--- src/rtl/proc_pkg.sv ---
// Purpose: shared types and widths for the 16-bit load/store processor.
// Latency: n/a (declarations only).
// Backpressure: n/a; the control state machine imports the same constants.
package proc_pkg;

  localparam int DATA_W = 16;
  localparam int RF_AW  = 4;
  localparam int DM_AW  = 8;

  typedef enum logic [2:0] {
    ALU_PASS = 3'd0,
    ALU_ADD  = 3'd1,
    ALU_SUB  = 3'd2,
    ALU_OR   = 3'd3,
    ALU_AND  = 3'd4,
    ALU_XOR  = 3'd5,
    ALU_NOT  = 3'd6,
    ALU_ZERO = 3'd7
  } alu_op_t;

endpackage

--- src/rtl/register_file.sv ---
// Purpose: 2-read / 1-write register file, cleared by reset.
// Latency: reads are combinational; a write is visible the cycle after its edge.
// Backpressure: none; a write is accepted every cycle w_en is high.
//
// Ports: clk, reset (async active-high), w_en/w_addr/w_data (write port),
//        ra_addr/ra_data and rb_addr/rb_data (read ports, no write bypass).
module register_file
  import proc_pkg::*;
#(
  parameter int DATA_W = proc_pkg::DATA_W,
  parameter int DEPTH  = 16,
  parameter int AW     = $clog2(DEPTH)
) (
  input  logic              clk,
  input  logic              reset,
  input  logic              w_en,
  input  logic [AW-1:0]     w_addr,
  input  logic [DATA_W-1:0] w_data,
  input  logic [AW-1:0]     ra_addr,
  input  logic [AW-1:0]     rb_addr,
  output logic [DATA_W-1:0] ra_data,
  output logic [DATA_W-1:0] rb_data
);

  logic [DATA_W-1:0] regs [DEPTH];

  always_ff @(posedge clk or posedge reset) begin
    if (reset) begin
      for (int i = 0; i < DEPTH; i++) begin
        regs[i] <= '0;
      end
    end else if (w_en) begin
      regs[w_addr] <= w_data;
    end
  end

  // Reads see the pre-edge contents: a same-cycle write is not forwarded.
  assign ra_data = regs[ra_addr];
  assign rb_data = regs[rb_addr];

endmodule

--- src/rtl/processor_datapath.sv ---
// Purpose: processor datapath - register file, 8-function ALU, data memory, write-back mux.
// Latency: ALU is combinational; register write and memory read/write land on the next edge.
// Backpressure: none; executes whatever control word is presented every cycle.
//
// Ports: clk, reset (async active-high); D_addr/D_wr (data memory control);
//        RF_s (write-back select), RF_W_addr/RF_W_en (register write);
//        RF_Ra_addr/RF_Rb_addr (read ports); ALU_s0 (ALU function);
//        outputs Ra_data, Rb_data, ALU_out, ALU_zero, D_rd_data.
module processor_datapath
  import proc_pkg::*;
#(
  parameter int DATA_W   = proc_pkg::DATA_W,
  parameter int RF_DEPTH = 16,
  parameter int DM_DEPTH = 256
) (
  input  logic              clk,
  input  logic              reset,
  input  logic [DM_AW-1:0]  D_addr,
  input  logic              D_wr,
  input  logic              RF_s,
  input  logic [RF_AW-1:0]  RF_W_addr,
  input  logic              RF_W_en,
  input  logic [RF_AW-1:0]  RF_Ra_addr,
  input  logic [RF_AW-1:0]  RF_Rb_addr,
  input  logic [2:0]        ALU_s0,
  output logic [DATA_W-1:0] Ra_data,
  output logic [DATA_W-1:0] Rb_data,
  output logic [DATA_W-1:0] ALU_out,
  output logic              ALU_zero,
  output logic [DATA_W-1:0] D_rd_data
);

  logic [DATA_W-1:0] w_data;
  logic [DATA_W-1:0] mem [DM_DEPTH];
  alu_op_t           alu_op;

  register_file #(
    .DATA_W (DATA_W),
    .DEPTH  (RF_DEPTH),
    .AW     (RF_AW)
  ) u_rf (
    .clk     (clk),
    .reset   (reset),
    .w_en    (RF_W_en),
    .w_addr  (RF_W_addr),
    .w_data  (w_data),
    .ra_addr (RF_Ra_addr),
    .rb_addr (RF_Rb_addr),
    .ra_data (Ra_data),
    .rb_data (Rb_data)
  );

  // ALU: all results wrap modulo 2^DATA_W, carry/borrow dropped.
  assign alu_op = alu_op_t'(ALU_s0);

  always_comb begin
    ALU_out = '0;
    case (alu_op)
      ALU_PASS: ALU_out = Ra_data;
      ALU_ADD:  ALU_out = Ra_data + Rb_data;
      ALU_SUB:  ALU_out = Ra_data - Rb_data;
      ALU_OR:   ALU_out = Ra_data | Rb_data;
      ALU_AND:  ALU_out = Ra_data & Rb_data;
      ALU_XOR:  ALU_out = Ra_data ^ Rb_data;
      ALU_NOT:  ALU_out = ~Ra_data;
      ALU_ZERO: ALU_out = '0;
      default:  ALU_out = '0;
    endcase
  end

  assign ALU_zero = (ALU_out == '0);

  // Write-back mux. During the first Load cycle this deliberately picks up
  // the previous read; the second cycle overwrites it with the right word.
  assign w_data = RF_s ? D_rd_data : ALU_out;

  // Data memory array: no reset so it maps onto plain RAM.
  always_ff @(posedge clk) begin
    if (D_wr) begin
      mem[D_addr] <= Ra_data;
    end
  end

  // Registered read samples the pre-edge contents, so a same-address
  // write returns the old word first (read-before-write).
  always_ff @(posedge clk or posedge reset) begin
    if (reset) begin
      D_rd_data <= '0;
    end else begin
      D_rd_data <= mem[D_addr];
    end
  end

endmodule

--- config.mk ---
export PLATFORM = sky130hd
export DESIGN_NAME = processor_datapath
export DESIGN_NICKNAME = d
export VERILOG_FILES = /design/src/rtl/proc_pkg.sv /design/src/rtl/register_file.sv /design/src/rtl/processor_datapath.sv
export SDC_FILE = /design/constraint.sdc
export NUM_CORES = 2
export LEC_CHECK = 0
export CORE_MARGIN = 5
export CORE_UTILIZATION = 55
export DETAILED_ROUTE_END_ITERATION = 8
export GPL_TIMING_DRIVEN = 1
export HOLD_SLACK_MARGIN = 0.02
export MAX_ROUTING_LAYER = met4
export PLACE_DENSITY_LB_ADDON = 0.05
export SETUP_SLACK_MARGIN = 0.02
export SYNTH_ARGS = -nofsm -noshare
export SYNTH_HDL_FRONTEND = slang
export SYNTH_HIERARCHICAL = 1
export SYNTH_SLANG_ARGS = --single-unit
--- constraint.sdc ---
create_clock -name clk -period 37 [get_ports clk]
set_input_delay 7.4 -clock clk [delete_from_list [all_inputs] [get_ports clk]]
set_output_delay 7.4 -clock clk [all_outputs]
set_load 0.01 [all_outputs]
**Word-level counts from Yosys, hierarchy flattened**

Memory sizes are Yosys's and may differ from the RTL's. A register that Yosys moved wholly into a read port is not among the register bits.
Cells that the tools add are included.

- Register bits after elaboration: 256
- Bits in writable memories: 4096
- Output and inout bits: 65
- Logic and storage cells: 53
- Memories: 1

- Add/subtract/negate cells: 2
- Order comparisons: 4
- Eq/ne operators: 7
- Multiplexer cells: 13
- Bitwise operators: 7
- Reductions and logical operators: 3

Memories:

| memory | words | width | rd ports | clocked after memory_dff | write ports | RTL line | source |
|---|---|---|---|---|---|---|---|
| mem | 256 | 16 | 1 | 1 | 1 | processor_datapath.sv:34 | `logic [DATA_W-1:0] mem [DM_DEPTH];` |

Operators by type and width:

| cell | number |
|---|---|
| $bwmux W256 | 1 |
| $bmux W16 S4 | 2 |
| $pmux W16 S8 | 1 |
| $mux W16 | 6 |
| $demux W16 S4 | 1 |
| $add A16 B16 Y16 | 1 |
| $and A16 B16 Y16 | 1 |
| $logic_not A16 Y1 | 1 |
| $not A16 Y16 | 1 |
| $or A16 B16 Y16 | 1 |
| $sub A16 B16 Y16 | 1 |
| $xor A16 B16 Y16 | 1 |
| $ge A5 B5 Y1 const B | 3 |
| $not A4 Y5 | 3 |
| $eq A3 B3 Y1 const B | 4 |
| $eq A3 B2 Y1 const B | 2 |
| $lt A5 B1 Y1 const B | 1 |
| $eq A3 B1 Y1 const B | 1 |
| $logic_not A3 Y1 | 1 |
| $mux W1 | 2 |
| $logic_and A1 B1 Y1 | 1 |

**Logic depth before layout (Yosys ltp)**

- Depth in word-level cells: 8
- Gate-level depth with buffers: 23
- Depth with buffers taken out: 18

**Hierarchy**

Netlist, hierarchy kept.

By module, submodules not included:

| module | instances | cells an instance | area each (um^2) | seq. area each (um^2) |
|---|---|---|---|---|
| processor_datapath | 1 | 6901 | 159634.4 | 123398.3 |
| register_file | 1 | 852 | 13485.4 | 6406.1 |

**Worst setup path before layout**

No wires, ideal clock.

- Path type: input-to-output
- Start point: in RF_Ra_addr[1]
- End point: out ALU_zero
- Data arrival time: 14.744 ns
- Data required time: 29.600 ns
- Slack: 14.856 ns
- Stages: 17
- Path buffers: 3
- Cell sequence: buf_2 -> buf_2 -> buf_2 -> mux4_2 -> a22oi_1 -> nand2_1 -> inv_1 -> ha_1 -> fa_1 -> nor2b_1 -> o31a_1 -> o21ai_2 -> mux2i_1 -> o211a_1 -> or4_1 -> or4_1 -> nor4_2

- Word-level cells in the longest chain between the ends: 7

Ends and longest elaborated chain:

| element | RTL line | source |
|---|---|---|
| from (decl) | processor_datapath.sv:23 | `input logic [RF_AW-1:0] RF_Ra_addr,` |
| $not A4 Y5 (not written as such) (*) | register_file.sv:38 | `assign ra_data = regs[ra_addr];` |
| $bmux W16 S4 (*) | register_file.sv:38 |  |
| $mux W16 (not written as such) (*) (2 in a row) | register_file.sv:38 |  |
| named net Ra_data[0] | processor_datapath.sv:26 | `output logic [DATA_W-1:0] Ra_data,` |
| $sub A16 B16 Y16 / $add A16 B16 Y16 (equally long branches) | processor_datapath.sv:61, processor_datapath.sv:60 |  |
| $pmux W16 S8 (*) | processor_datapath.sv:58 | `case (alu_op)` |
| named net ALU_out[6] | processor_datapath.sv:28 | `output logic [DATA_W-1:0] ALU_out,` |
| $logic_not A16 Y1 (*) | processor_datapath.sv:71 | `assign ALU_zero = (ALU_out == '0);` |
| to (decl) | processor_datapath.sv:29 | `output logic ALU_zero,` |

Mark *: on every way through the listed nets, which the timed path passes. The rest lies on a longest branch. The select of a mux whose other input is x is not followed.

**Worst setup path after layout**

- Start point: in RF_Rb_addr[0]
- End point: out ALU_zero

- Word-level cells in the longest chain between the ends: 7

Ends and longest elaborated chain:

| element | RTL line | source |
|---|---|---|
| from (decl) | processor_datapath.sv:24 | `input logic [RF_AW-1:0] RF_Rb_addr,` |
| $not A4 Y5 (not written as such) (*) | register_file.sv:39 | `assign rb_data = regs[rb_addr];` |
| $bmux W16 S4 (*) | register_file.sv:39 |  |
| $mux W16 (not written as such) (*) (2 in a row) | register_file.sv:39 |  |
| $sub A16 B16 Y16, or another cell as far along | processor_datapath.sv:61 | `ALU_SUB: ALU_out = Ra_data - Rb_data;` |
| $pmux W16 S8 (*) | processor_datapath.sv:58 |  |
| $logic_not A16 Y1 (*) | processor_datapath.sv:71 |  |

Mark *: on every way between the ends. The rest lies on a longest branch, timed or not. The select of a mux whose other input is x is not followed.

==> summary.md <==
| Metric | Value |
|---|---|
| Vias | 85926 |
| Crit path time final | roughly 22000 ps |
| Peak supply drop | between 0.00005 and 0.00006 V |
| CP Capture Type | primary output |
| DR pass1 iterations | 6 |
| Clk_skew | 97.56 ps |
| PortBufs | between 90 and 100 |
| Cells after Synth | just under 8000 |
| Worst-Margin Slew | roughly 1400 ps |
| Pwr dens | about 63 nW/µm² |
| Die Ht | 571.0 µm |
| Core area | between 300000 and 400000 µm² |
| Worst EP required | around 30000 ps |
| Final period util | roughly three fifths |
| First-pass GRT wire length | 682.9 mm |
| # hold bufs at CTS | 0 |
| Min-Delay Startpoint | u_rf/regs[18] |
| I/O pin count | 93 |
| Setup TNS | 0 ps |
| Fin nets | ~8300 |
| Final GP Congestion | ~0.90 |
| Clock Tree Root | clkbuf_16 |
| Initial antenna violation count | 44 |
| RSZ-0062 raised after global routing | no |
| Number of buffers on the longest clock path | 4 |
| Ys Warns | 6 |
| Routed WL per cell | 38.15 µm |
| MaxCap Viol Count | 0 |
| Post-Syn Area | approximately 170000 µm² |
| Max Slew Vio Count | 0 |
| Critical path class | in2out |
| P&R area growth vs syn | 12.63% |
| Maximum fanout along the worst path | 36 |
| Die Area | between 300000 and 400000 µm² |
| H-tree depth | 5 |
| Grt total ovfl | 0 |
| Cells on worst reg2reg path | 17 |
| WHS Endpoint | u_rf/regs[18] |
| Reg2reg start | u_rf/regs[98] |
| CTS-repair resized insts | 0 |
| Main flop type after synthesis | edfxtp_1 |
| First DRT Iteration DRCs | 11313 |
| Reg2Reg Setup Slack | 31320 ps |
| Final core occ | 62.06% |
| Post-synthesis area per instance | approximately 22 µm² |
| Vias per cell | ~6.7 |
| Leakage Power | between 60 and 70 nW |
| Clock slew at reported path FFs | 50 ps |
| Latest clock arrival within the worst-skew pair | 1010 ps |
| Achievable clock frequency | ~46 MHz |
| Max-slew headroom at the worst pin | 6.489% |
| Hold path depth | 1 |
| Sequential share of the synthesized area | between 70 and 80% |
| Number of global-route vias before repair | about 85000 |
| Final setup fails | 0 |
| Clk sink count | ~4400 |
| Hold Vio Cnt, Final | 0 |
| DP Wirelength | just under 300 mm |
| Critical path arrival | around 14000 ps |
| DRC violations left | 0 |
| Largest net degree at the start of global routing | between 200 and 250 |
| Flops & latches, synth | approximately 4400 |
| CTS tree | done |
| Status | complete, no violations |
| Distinct cells, synth | 83 |
| CTS Buf Count | between 400 and 500 |
| Hold WC Path Type | reg2reg |
| Layout cell share with drive strength beyond 1 | ~33% |
| Number of core rows | slightly above 200 |
| Die width | between 500 and 600 µm |
| Startpoint Class | input pin |
| Tot GR Track Use | 30.95% |
| Post-synth EDFFs | about 4100 |
| Initial Utilization | between 50% and 60% |
| Post-CTS Setup Inserts | 0 |
| Reg-to-Reg End | u_rf/regs[47] |
| Final wirelength | around 490 mm |
| Ys async rst share | under 10% |
| Syn nets | just under 8000 |
| Post-DRT Antenna Nets | 0 |
worst max-delay path: stages:
cell and delay (ps):
buf_4 450, buf_4 670, mux4_2 590, a22oi_1 230, nand2_1 230, nor4_1 640, and2_1 310, nand2_1 120
o31ai_1 290, xnor2_1 140, ha_1 410, and3_1 230, and2_1 170, nand2_1 70, a211oi_1 480, nor3_1 110
a211o_1 390, or4b_1 510, nor4_2 140, clkdlybuf4s50_1 570
metal layers:
metal	vias up	share of wire, %	global-route usage, %	wire length [µm]
li1	33900	-	-	-
met1	46941	40	43.98	193000
met2	4271	47	46.07	229300
met3	814	9.6	6.449	47000
met4	0	3.7	9.648	17850
met5	-	0	-	0
registers in the layout, indices dropped and copies added, names as in the netlist:
signal	cells
mem	4096
D_rd_data	16
u_rf/regs	256
layout by cell type, fill, tap and decap left out, drive strengths merged, types with 29 or more instances in the layout:
cell type	n
inv	51
clkdlybuf4s50	83
o22ai	84
a221oi	37
mux2i	160
mux2	270
a22oi	106
o21ai	31
clkinv	207
bufinv	37
a22o	43
buf	400
dfrtp	272
diode	29
clkbuf	544
nor2	317
edfxtp	4096
ha	48
nand2	133
mux4	1293
a21oi	46
stage by stage:
step,power [W],setup slack (ps),hold WS [ps],area (µm²),cells
after detailed placement,0.008051,15340,512.8,180700,11932
after global placement,0.007983,15360,505.5,180700,11932
after floorplan,0.007398,14860,477.3,173100,7753
final,0.01231,15410,521.9,195000,12770
after CTS,0.01238,15310,524.8,194900,12741
after global routing,0.01271,14970,539.5,195000,12764
kinds of logic after synthesis:
kind of cell / after synthesis / share of synthesized area (%)
DFF: 4368 / 74.98
AOI/OAI and AO/OA: 446 / 1.861
muxes: 1723 / 19.55
adders and majority gates: 49 / 0.3585
and+or+nand+nor: 639 / 1.685
xor gates and xnor gates: 18 / 0.09106
buffers and inverters: 510 / 1.479
synth_stat cells, types with 22 or more instances:
library cell / number / area [µm²]
edfxtp_1: 4096 / 123000
mux4_2: 1293 / 29120
nor2_1: 315 / 1182
dfrtp_1: 272 / 6807
mux2_2: 247 / 2781
clkbuf_1: 189 / 709.4
buf_2: 165 / 825.8
mux2i_1: 160 / 1602
nand2_1: 132 / 495.5
a22oi_1: 106 / 795.8
o22ai_1: 84 / 525.5
buf_4: 48 / 360.4
ha_1: 48 / 600.6
a21oi_1: 46 / 230.2
inv_1: 46 / 172.7
a22o_1: 43 / 376.6
a221oi_1: 37 / 324.1
buf_6: 33 / 371.6
buf_1: 28 / 105.1
o21ai_0: 28 / 140.1
nand3_1: 26 / 130.1
nor3_1: 22 / 110.1
or3_1: 22 / 137.6
worst max-delay path by stage:
stage | depth (start not counted) | from | slack (ps) | endpoint
after floorplan | 17 | RF_Ra_addr[1] | 14860 | ALU_zero
after global placement | 20 | RF_Rb_addr[0] | 15360 | ALU_zero
after detailed placement | 20 | RF_Rb_addr[0] | 15340 | ALU_zero
after CTS | 20 | RF_Rb_addr[0] | 15310 | ALU_zero
after global routing | 20 | RF_Rb_addr[0] | 14970 | ALU_zero
final | 20 | RF_Rb_addr[0] | 15410 | ALU_zero
layout make-up:
cell class	instances	area (µm²)
clock inverters	265	2654
diodes	29	72.57
well taps	4160	5205
repair buffers	483	3981
clock buffers	544	11540
flip-flops and latches	4368	129800
multi-input cells	2875	41550
inverters	46	180.2
fillers	21418	119200
power breakdown:
part	switching (W)	leakage, nW	internal [W]
clock network	0.00189	6.87	0.00248
registers	0.000102	40.8	0.00609
logic	0.00123	15.5	0.000519
Note: power is estimated with default switching activity, not from simulation.
